==> src/rtl/alu_pkg.sv <==
// Shared op codes, FSM state encoding and control-word legality helpers for the ALU path.
package alu_pkg;

    localparam logic [3:0] CTRL_NONE = 4'b0000;
    localparam logic [3:0] CTRL_ADD  = 4'b0001;
    localparam logic [3:0] CTRL_SUB  = 4'b0010;
    localparam logic [3:0] CTRL_MUL  = 4'b0100;
    localparam logic [3:0] CTRL_MOD3 = 4'b1000;

    typedef enum logic [1:0] {
        IDLE = 2'd0,
        EXEC = 2'd1,
        DONE = 2'd2
    } state_t;

    function automatic logic is_onehot(input logic [3:0] c);
        return (c != 4'b0000) && ((c & (c - 4'd1)) == 4'b0000);
    endfunction

    // All-zero is legal: it deselects the op so the same op can be re-run.
    function automatic logic is_legal(input logic [3:0] c);
        return (c == CTRL_NONE) || is_onehot(c);
    endfunction

endpackage

==> src/rtl/alu_mul_seq.sv <==
// Serial shift-add multiplier, one multiplier bit per cycle, LSB first.
// done and product are combinational during the final iteration so the caller can latch them at that edge.
module alu_mul_seq #(
    parameter int W = 4
) (
    input  logic             clk,
    input  logic             reset,
    input  logic             start,
    input  logic             abort,
    input  logic [W-1:0]     a,
    input  logic [W-1:0]     b,
    output logic             done,
    output logic [2*W-1:0]   product
);

    localparam int CW = $clog2(W);
    localparam logic [CW-1:0] LAST = CW'(W - 1);

    logic             running;
    logic [CW-1:0]    cnt;
    logic [2*W-1:0]   mcand;
    logic [W-1:0]     mplier;
    logic [2*W-1:0]   acc;
    logic [2*W-1:0]   addend;

    always_comb begin
        addend  = mplier[0] ? mcand : '0;
        product = acc + addend;
        done    = running && (cnt == LAST);
    end

    // start wins over abort so a restart on the same edge reloads cleanly.
    always_ff @(posedge clk or negedge reset) begin
        if (!reset) begin
            running <= 1'b0;
            cnt     <= '0;
            mcand   <= '0;
            mplier  <= '0;
            acc     <= '0;
        end else if (start) begin
            running <= 1'b1;
            cnt     <= '0;
            mcand   <= {{W{1'b0}}, a};
            mplier  <= b;
            acc     <= '0;
        end else if (abort) begin
            running <= 1'b0;
        end else if (running) begin
            acc    <= product;
            mcand  <= mcand << 1;
            mplier <= mplier >> 1;
            cnt    <= cnt + 1'b1;
            if (done) begin
                running <= 1'b0;
            end
        end
    end

endmodule

==> src/rtl/alu_exec.sv <==
// ALU datapath responder: operand capture, one-hot control decode, ADD/SUB single-cycle, MUL/MOD3 serial.
// Define ALU_MUL_FAST_EN to make MUL a single-cycle combinational product.
module alu_exec #(
    parameter int W = 4
) (
    input  logic             clk,
    input  logic             reset,
    input  logic [3:0]       control,
    input  logic [W-1:0]     operand_in,
    input  logic             load_a,
    input  logic             load_b,
    output logic [2*W-1:0]   result,
    output logic             result_valid,
    output logic             busy,
    output logic             err
);

    import alu_pkg::*;

    localparam int CW = $clog2(W);
    localparam logic [CW-1:0] LAST = CW'(W - 1);

    logic [W-1:0]    a_q;
    logic [W-1:0]    b_q;
    logic [3:0]      ctrl_q;
    state_t          state;
    logic [CW-1:0]   cnt;
    logic [W-1:0]    mod_bits;
    logic [1:0]      mod_r;
    logic            run_mod3;

    logic            illegal;
    logic            start;
    logic            start_long;
    logic [W:0]      sum_w;
    logic [2*W-1:0]  quick_result;
    logic [2:0]      mod_t;
    logic [1:0]      mod_next;
    logic [2*W-1:0]  mod_ext;
    logic            exec_last;
    logic [2*W-1:0]  long_result;

    always_comb begin
        illegal  = !is_legal(control);
        start    = is_onehot(control) && (control != ctrl_q);
        sum_w    = {1'b0, a_q} + {1'b0, b_q};
        mod_t    = {mod_r, 1'b0} + {2'b00, mod_bits[W-1]};
        mod_next = (mod_t >= 3'd3) ? 2'(mod_t - 3'd3) : mod_t[1:0];
        mod_ext  = {{(2*W-2){1'b0}}, mod_next};
    end

`ifdef ALU_MUL_FAST_EN
    always_comb begin
        start_long   = (control == CTRL_MOD3);
        quick_result = '0;
        case (control)
            CTRL_ADD: quick_result = {{(W-1){1'b0}}, sum_w};
            CTRL_SUB: quick_result = {{W{1'b0}}, a_q} - {{W{1'b0}}, b_q};
            CTRL_MUL: quick_result = {{W{1'b0}}, a_q} * {{W{1'b0}}, b_q};
            default:  quick_result = '0;
        endcase
        exec_last   = run_mod3 && (cnt == LAST);
        long_result = mod_ext;
    end
`else
    logic            mul_done;
    logic [2*W-1:0]  mul_product;

    alu_mul_seq #(.W(W)) u_mul (
        .clk     (clk),
        .reset   (reset),
        .start   (start && (control == CTRL_MUL)),
        .abort   (illegal || start),
        .a       (a_q),
        .b       (b_q),
        .done    (mul_done),
        .product (mul_product)
    );

    always_comb begin
        start_long   = (control == CTRL_MOD3) || (control == CTRL_MUL);
        quick_result = '0;
        case (control)
            CTRL_ADD: quick_result = {{(W-1){1'b0}}, sum_w};
            CTRL_SUB: quick_result = {{W{1'b0}}, a_q} - {{W{1'b0}}, b_q};
            default:  quick_result = '0;
        endcase
        exec_last   = run_mod3 ? (cnt == LAST) : mul_done;
        long_result = run_mod3 ? mod_ext : mul_product;
    end
`endif

    // Illegal control aborts, a new legal op restarts from any state, otherwise the FSM advances.
    always_ff @(posedge clk or negedge reset) begin
        if (!reset) begin
            a_q          <= '0;
            b_q          <= '0;
            ctrl_q       <= CTRL_NONE;
            state        <= IDLE;
            cnt          <= '0;
            mod_bits     <= '0;
            mod_r        <= '0;
            run_mod3     <= 1'b0;
            result       <= '0;
            result_valid <= 1'b0;
            busy         <= 1'b0;
            err          <= 1'b0;
        end else begin
            result_valid <= 1'b0;
            if (load_a) begin
                a_q <= operand_in;
            end
            if (load_b) begin
                b_q <= operand_in;
            end
            if (illegal) begin
                err   <= 1'b1;
                state <= IDLE;
                busy  <= 1'b0;
            end else begin
                err <= 1'b0;
                if (control == CTRL_NONE) begin
                    ctrl_q <= CTRL_NONE;
                end
                if (start) begin
                    ctrl_q <= control;
                    if (start_long) begin
                        state    <= EXEC;
                        busy     <= 1'b1;
                        cnt      <= '0;
                        mod_bits <= a_q;
                        mod_r    <= 2'd0;
                        run_mod3 <= (control == CTRL_MOD3);
                    end else begin
                        state        <= IDLE;
                        busy         <= 1'b0;
                        result       <= quick_result;
                        result_valid <= 1'b1;
                    end
                end else begin
                    case (state)
                        EXEC: begin
                            mod_bits <= mod_bits << 1;
                            mod_r    <= mod_next;
                            cnt      <= cnt + 1'b1;
                            if (exec_last) begin
                                state        <= DONE;
                                busy         <= 1'b0;
                                result       <= long_result;
                                result_valid <= 1'b1;
                            end
                        end
                        DONE:    state <= IDLE;
                        default: state <= IDLE;
                    endcase
                end
            end
        end
    end

endmodule

==> config.mk <==
export PLATFORM = sky130hd
export DESIGN_NAME = alu_exec
export DESIGN_NICKNAME = d
export VERILOG_FILES = /design/src/rtl/alu_pkg.sv /design/src/rtl/alu_mul_seq.sv /design/src/rtl/alu_exec.sv
export SDC_FILE = /design/constraint.sdc
export NUM_CORES = 1
export LEC_CHECK = 0
export CORE_ASPECT_RATIO = 0.75
export CORE_MARGIN = 2
export CORE_UTILIZATION = 35
export CTS_BUF_LIST = sky130_fd_sc_hd__clkbuf_8 sky130_fd_sc_hd__clkbuf_16
export CTS_CLUSTER_DIAMETER = 120
export DETAILED_ROUTE_END_ITERATION = 10
export HOLD_SLACK_MARGIN = 0.06
export REMOVE_ABC_BUFFERS = 1
export SLEW_MARGIN = 20
export SYNTH_ARGS = -nofsm -noshare
export SYNTH_HDL_FRONTEND = slang
export SYNTH_SLANG_ARGS = --single-unit
==> constraint.sdc <==
create_clock -name clk -period 2.9 [get_ports clk]
set_input_delay 0.725 -clock clk [delete_from_list [all_inputs] [get_ports clk]]
set_output_delay 0.725 -clock clk [all_outputs]
set_load 0.005 [all_outputs]
After elaboration in Yosys (flattened, before gate mapping)

Index checks and enable logic that the tools add are counted.

Add/sub/neg operators: 8
$lt $le $gt $ge: 1
Equality and inequality tests: 14
Muxes and demuxes: 51
Bitwise operators: 1
Reduce and logical (&&, ||, !) cells: 21

Operator list:

| kind                                                                     | count |
|---|---|
| 8-bit 2-to-1 mux                                                         | 12 |
| 4-bit 2-to-1 mux                                                         | 8 |
| 2-bit 2-to-1 mux                                                         | 13 |
| 1-bit 2-to-1 mux                                                         | 17 |
| 8-bit one-hot mux with 2 select lines                                    | 1 |
| 8-bit adder                                                              | 1 |
| 4-bit logical NOT                                                        | 2 |
| 2-bit nonzero test                                                       | 4 |
| 2-bit AND reduction                                                      | 3 |
| 3-bit AND reduction                                                      | 2 |
| 4-bit by 4-bit adder with 5-bit output                                   | 1 |
| 4-bit by 4-bit subtractor with 5-bit output                              | 1 |
| 2-bit by 1-bit adder with 2-bit output (second input constant)           | 2 |
| 4-bit AND                                                                | 1 |
| 2-bit == test (second input constant)                                    | 2 |
| 4-bit by 1-bit == test with 1-bit output (second input constant)         | 1 |
| 4-bit by 2-bit == test with 1-bit output (second input constant)         | 1 |
| 4-bit by 3-bit == test with 1-bit output (second input constant)         | 1 |
| 4-bit == test (second input constant)                                    | 1 |
| 1-bit logical AND                                                        | 4 |
| 2-bit by 1-bit inequality test with 1-bit output (second input constant) | 2 |
| 4-bit inequality test                                                    | 1 |
| 4-bit inequality test (second input constant)                            | 1 |
| 4-bit AND reduction                                                      | 1 |
| 11 further kinds                                                         | 13 |

Bits in registers: 57
Input port bits: 12
Output and inout port bits: 11
Logic and storage cells: 113

Longest topological paths before layout

Word-level depth: 9
Mapped depth: 10
Mapped depth without buffers: 10

Cells and area by module

From an unflattened synthesis, not the netlist that was laid out.

Cells, all modules: 340
Area, all modules: 3398.3 um2

By module, submodules not included:

| module      | times used | cells each | area an instance (um2) | sequential area each (um2) |
|---|---|---|---|---|
| alu_exec    | 1          | 195        | 2082.0                 | 850.8 |
| alu_mul_seq | 1          | 145        | 1316.3                 | 575.6 |

Least setup slack after synthesis

No wires, ideal clock.

Path kind: register to register
Start point: register u_mul.mplier[0]
End point: register result[6]
Setup time: 0.073 ns
Arrival: 2.152 ns
Slack: 0.675 ns
Stages on the path, launching flop included: 10
Buffers on the path: 0
Clock period less this slack: 2.225 ns
Cells stage by stage: dfrtp_1 and2_1 ha_1 fa_1 a211oi_1 o21bai_1 a21oi_1 xor2_1 or3_1 a2bb2oi_2

Cells in the longest elaborated chain, start to end: 6

RTL lines:

| what                   | line              | source |
|---|---|---|
| from (decl)            | alu_mul_seq.sv:22 | `logic [W-1:0] mplier;` |
| from (signal assigned) | alu_mul_seq.sv:51 | `mplier <= mplier >> 1;` |
| 8-bit 2-to-1 mux       | alu_mul_seq.sv:27 | `addend = mplier[0] ? mcand : '0;` |
| 8-bit adder            | alu_mul_seq.sv:28 | `product = acc + addend;` |
| 8-bit 2-to-1 mux       | alu_exec.sv:89    | `long_result = run_mod3 ? mod_ext : mul_product;` |
| 8-bit 2-to-1 mux       | alu_exec.sv:146   | `if (exec_last) begin` |
| 8-bit 2-to-1 mux       | alu_exec.sv:141   | `case (state)` |
| 8-bit 2-to-1 mux       | alu_exec.sv:125   | `if (start) begin` |
| to (signal assigned)   | alu_exec.sv:137   | `result <= quick_result;` |
| to (signal assigned)   | alu_exec.sv:149   | `result <= long_result;` |
| to (decl)              | alu_exec.sv:12    | `output logic [2*W-1:0] result,` |

No other way between the ends. The select of a mux whose other input is x is not followed.
A chain may end at the register's enable or synchronous reset.

Worst setup path after layout

Start point: input control[1]
End point: register result[3]

Cells in the longest elaborated chain, start to end: 7
Elaborated cells on any way between the ends: 21
Classes of those cells: add/sub (1); eq/ne (6); mux (3); bitwise (1); reduce/logical (10)

RTL lines:

| what                                                                         | line           | source |
|---|---|---|
| from (decl)                                                                  | alu_exec.sv:8  | `input logic [3:0] control,` |
| 4-bit by 1-bit subtractor with 4-bit output                                  | alu_pkg.sv:17  | `return (c != 4'b0000) && ((c & (c - 4'd1)) == 4'b0000);` |
| 4-bit AND                                                                    | alu_pkg.sv:17  |  |
| 4-bit logical NOT                                                            | alu_pkg.sv:17  |  |
| 1-bit logical AND                                                            | alu_pkg.sv:17  |  |
| 1-bit logical AND                                                            | alu_exec.sv:45 | `start = is_onehot(control) && (control != ctrl_q);` |
| 2-bit inequality test (no source line) or 2-bit nonzero test (tied branches) | -              |  |
| 4-bit AND reduction (no source line)                                         | -              |  |

Parallel ways exist; a longest one is shown, timed or not. The select of a mux whose other input is x is not followed.

==> run_results.csv <==
group,metric,value,unit
die,start_util,0.3616,
logic_synthesis,syn_area,0.003284,sq mm
final_layout,area_delta_synth_final,23.43,%
logic_synthesis,ys_seq_area_frac,0.4343,
route,routed-wl-met2,3196,microns
clock_tree,cts_tree,"done",
die,core_area,0.009084,sq mm
sta,worstMarginPinSlew,0.8894,ns
die,chipWidth,115.9,microns
logic_synthesis,syn-instance-count,338,
hold_path,hp-class,"register to register",
die,ios,23,
final_layout,drive_gt1_frac,0.1558,
logic_synthesis,ys_warn_count,0,
sta,slew_violations,0,
route,met1_length,3985,microns
logic_synthesis,syn_avg_cell_area,9.717,sq um
setup_path,critPathRequiredTime,3.16,ns
final_layout,diodes,0,
sta,layout_min_cycle_time,2.620,ns
place,dpl-instance-area,0.003742,sq mm
place,placedCellCount,497,
logic_synthesis,synth_flop_cell,"dfrtp_1",
pwr,power.density,621.3,mW/mm^2
route,highest_layer,"met4",
logic_synthesis,synth-seq-cells,57,
setup_path,end_kind,"register",
die,die-area,0.01018,sq mm
sta,fin_crit_sh,0.9034,
sta,setup-violations-final,0,
logic_synthesis,async_reset_ff_frac,1.000,
route,routed_wl,7654,microns
sta,fmax,381.7,MHz
setup_path,cpMaxStageDelayCell,"or4b_2",
setup_path,worstSetupStartpointType,"input port",
route,wl_met3,415,microns
clock_tree,h-tree-depth,3,
place,finalWeightedCongestion,0.8004,
pwr,p_leak,0.001842,uW
place,port-buffer-count,22,
run_status,run_status,"finished, final reports clean",
pwr,ir_drop,0.0004488,V
setup_path,r2r_start,"u_mul.mplier[0]$_DFFE_PN0P_",
setup_path,worst_path_most_repeated_cell,"a2bb2oi_1",
clock_tree,cts.repair.resized,0,
sta,setup_tns,0,ns
clock_tree,numClockSinks,57,
hold_path,hp-start,"cnt[0]$_DFFE_PN0P_",
route,wl_per_cell,14.92,microns
setup_path,cpPeakStageDelay,0.64,ns
route,antenna_left,0,
logic_synthesis,post_synth_num_cell_types,57,
logic_synthesis,synth_edf_count,0,
clock_tree,postCtsHoldBufs,0,
setup_path,startpoint,"control[1]",
clock_tree,clock-root-buffer,"clkbuf_16",
hold_path,hold_depth,1,
setup_path,path_cells,"clkdlybuf4s50_1 > buf_4 > or4b_2 > nor3_2 > a2bb2oi_1 > a2bb2oi_1",
sta,finalHoldViolCount,0,
setup_path,rr_worst_depth,9,
die,num_rows,30,
flow_run,maxCapViolCount,0,
place,dp_hpwl,5675,microns
clock_tree,cts_max_path_buffers,2,
final_layout,finish.cell_count_without_fillers,513,
setup_path,criticalPathCategory,"input port to register",
route,vias,2584,
place,dp_worst_setup_slack,-0.03665,ns
clock_tree,path_clk_slew,0.05,ns
sta,slew_headroom,0.4070,
clock_tree,clk_latency,0.33,ns
clock_tree,postCtsSetupRepairBufs,0,
route,drtIter0Drc,148,
route,first_pass_iters,4,
final_layout,final_cell_area,0.004054,sq mm
route,remaining_drc_errors,0,
route,via_per_inst,5.037,
global_route,overflow,0,
setup_path,worstPathMaxFanout,9,
final_layout,final_core_util,0.4463,
clock_tree,numCtsBuffers,9,
global_route,grt_pass1_wl,12980,microns
sta,rsz0062_at_grt,"false",
sta,fin_skew,0.008412,ns
global_route,grt_pass1_vias,2546,
final_layout,nets,413,
setup_path,cp.arrival,2.88,ns
global_route,globalRouteTotalUtil,0.1691,
die,die_h,87.90,microns
global_route,grt_max_degree,39,
global_route,antenna_found_initial,0,
sta,setup_ws,0.2800,ns
[path summary, 6_finish.rpt]
check                                         to  slack [ns]
max in group asynchronous     cnt[0]$_DFFE_PN0P_        1.69
min in group asynchronous     a_q[1]$_DFFE_PN0P_        0.53
min                           cnt[0]$_DFFE_PN0P_        0.48
max                        result[3]$_DFFE_PN0P_        0.28
min reg2reg                   cnt[0]$_DFFE_PN0P_        0.48
max reg2reg                result[6]$_DFFE_PN0P_        0.41
[power breakdown]
part / switching [uW] / internal (uW) / leakage [uW] / total, uW
clock: 370 / 742 / 0.000156 / 1110
combinational: 221 / 222 / 0.000946 / 443
sequential: 79.0 / 884 / 0.000739 / 963
[synthesized netlist by cell type, types with 2 or more instances]
master     instances  area share
dfrtp_1           57        0.43
nor3_1             9       0.014
nand2b_1           2      0.0038
o21ai_1            3      0.0046
xor2_1             5       0.013
xnor2_1           10       0.027
fa_1               3       0.018
mux2i_1            2      0.0061
clkbuf_1           4      0.0046
nand3_1           20       0.030
ha_1              18       0.069
a221o_1            3      0.0091
a211oi_1           5       0.011
buf_6              4       0.014
nor3_2             2      0.0061
inv_1             16       0.018
and3_1             2      0.0038
o21bai_1           5       0.011
a21o_1             5       0.011
and2_1             8       0.015
mux2_2             4       0.014
nand2_1           49       0.056
a31oi_1            3      0.0057
a22oi_1            2      0.0046
a21oi_1           17       0.026
o21ai_0           25       0.038
buf_2              6      0.0091
nor2_1            17       0.019
a2bb2oi_1          4       0.011
[stage by stage]
stage                     total power (uW)  hold WS, ns
after floorplan                       1213       0.4294
after global placement                1408       0.4627
after detailed placement              1416       0.4723
after CTS                             2541       0.4830
after global routing                  2645       0.4958
final                                 2519       0.4763
[flip-flops by register name, summed over array words and instances (netlist names), 4 cells and up]
signal and cells:
result 8, u_mul.acc 8, u_mul.mcand 8, a_q 4, b_q 4, ctrl_q 4
mod_bits 4, u_mul.mplier 4
[placed cells by master (no fill, tap or decap), types with 3 or more instances in the layout]
master,synthesis,final
a211oi_1,5,5
a21o_1,5,5
a21oi_1,17,17
a221o_1,3,3
a2bb2oi_1,4,4
a31oi_1,3,3
and2_1,8,8
buf_4,1,24
clkbuf_16,0,9
clkdlybuf4s50_1,0,21
clkinv_2,0,3
dfrtp_1,57,57
fa_1,3,3
ha_1,18,18
inv_1,16,17
mux2_2,4,4
nand2_1,49,49
nand3_1,20,20
nor2_1,17,17
nor3_1,9,9
o21ai_0,25,25
o21ai_1,3,3
o21bai_1,5,5
xnor2_1,10,10
xor2_1,5,5
[worst max-delay path, delay by kind of cell]
family                 cells  cell delay, ns
buffers and inverters      2            0.84
AOI/OAI and AO/OA          2            0.36
and+or+nand+nor            2            0.95
[layout make-up]
| cell class | instances | area [sq um] |
|---|---|---|
| clock buffers | 9 | 225.2 |
| clock inverters | 7 | 86.33 |
| fillers | 897 | 5030 |
| inverters | 16 | 60.06 |
| multi-input cells | 250 | 1700 |
| flip-flops and latches | 57 | 1426 |
| well taps | 128 | 160.2 |
| repair buffers | 46 | 395.4 |
[layer usage]
layer	GRT usage	up-vias
li1	-	1280
met1	0.2471	1248
met2	0.2382	49
met3	0.05813	7
met4	0.04545	0
met5	0	-
[kinds of logic (layout without fill, tap and decap cells)]
group	after synthesis	after routing	synth area share
buffers and inverters	31	78	0.04800
flip-flops	57	57	0.4343
AND/OR/NAND/NOR	121	121	0.1832
XOR/XNOR	15	15	0.04000
AO/OA/AOI/OAI	86	86	0.1844
multiplexers	6	6	0.01981
adder cells (fa/ha/maj)	22	22	0.09029
(Power assumes the default switching activity.)
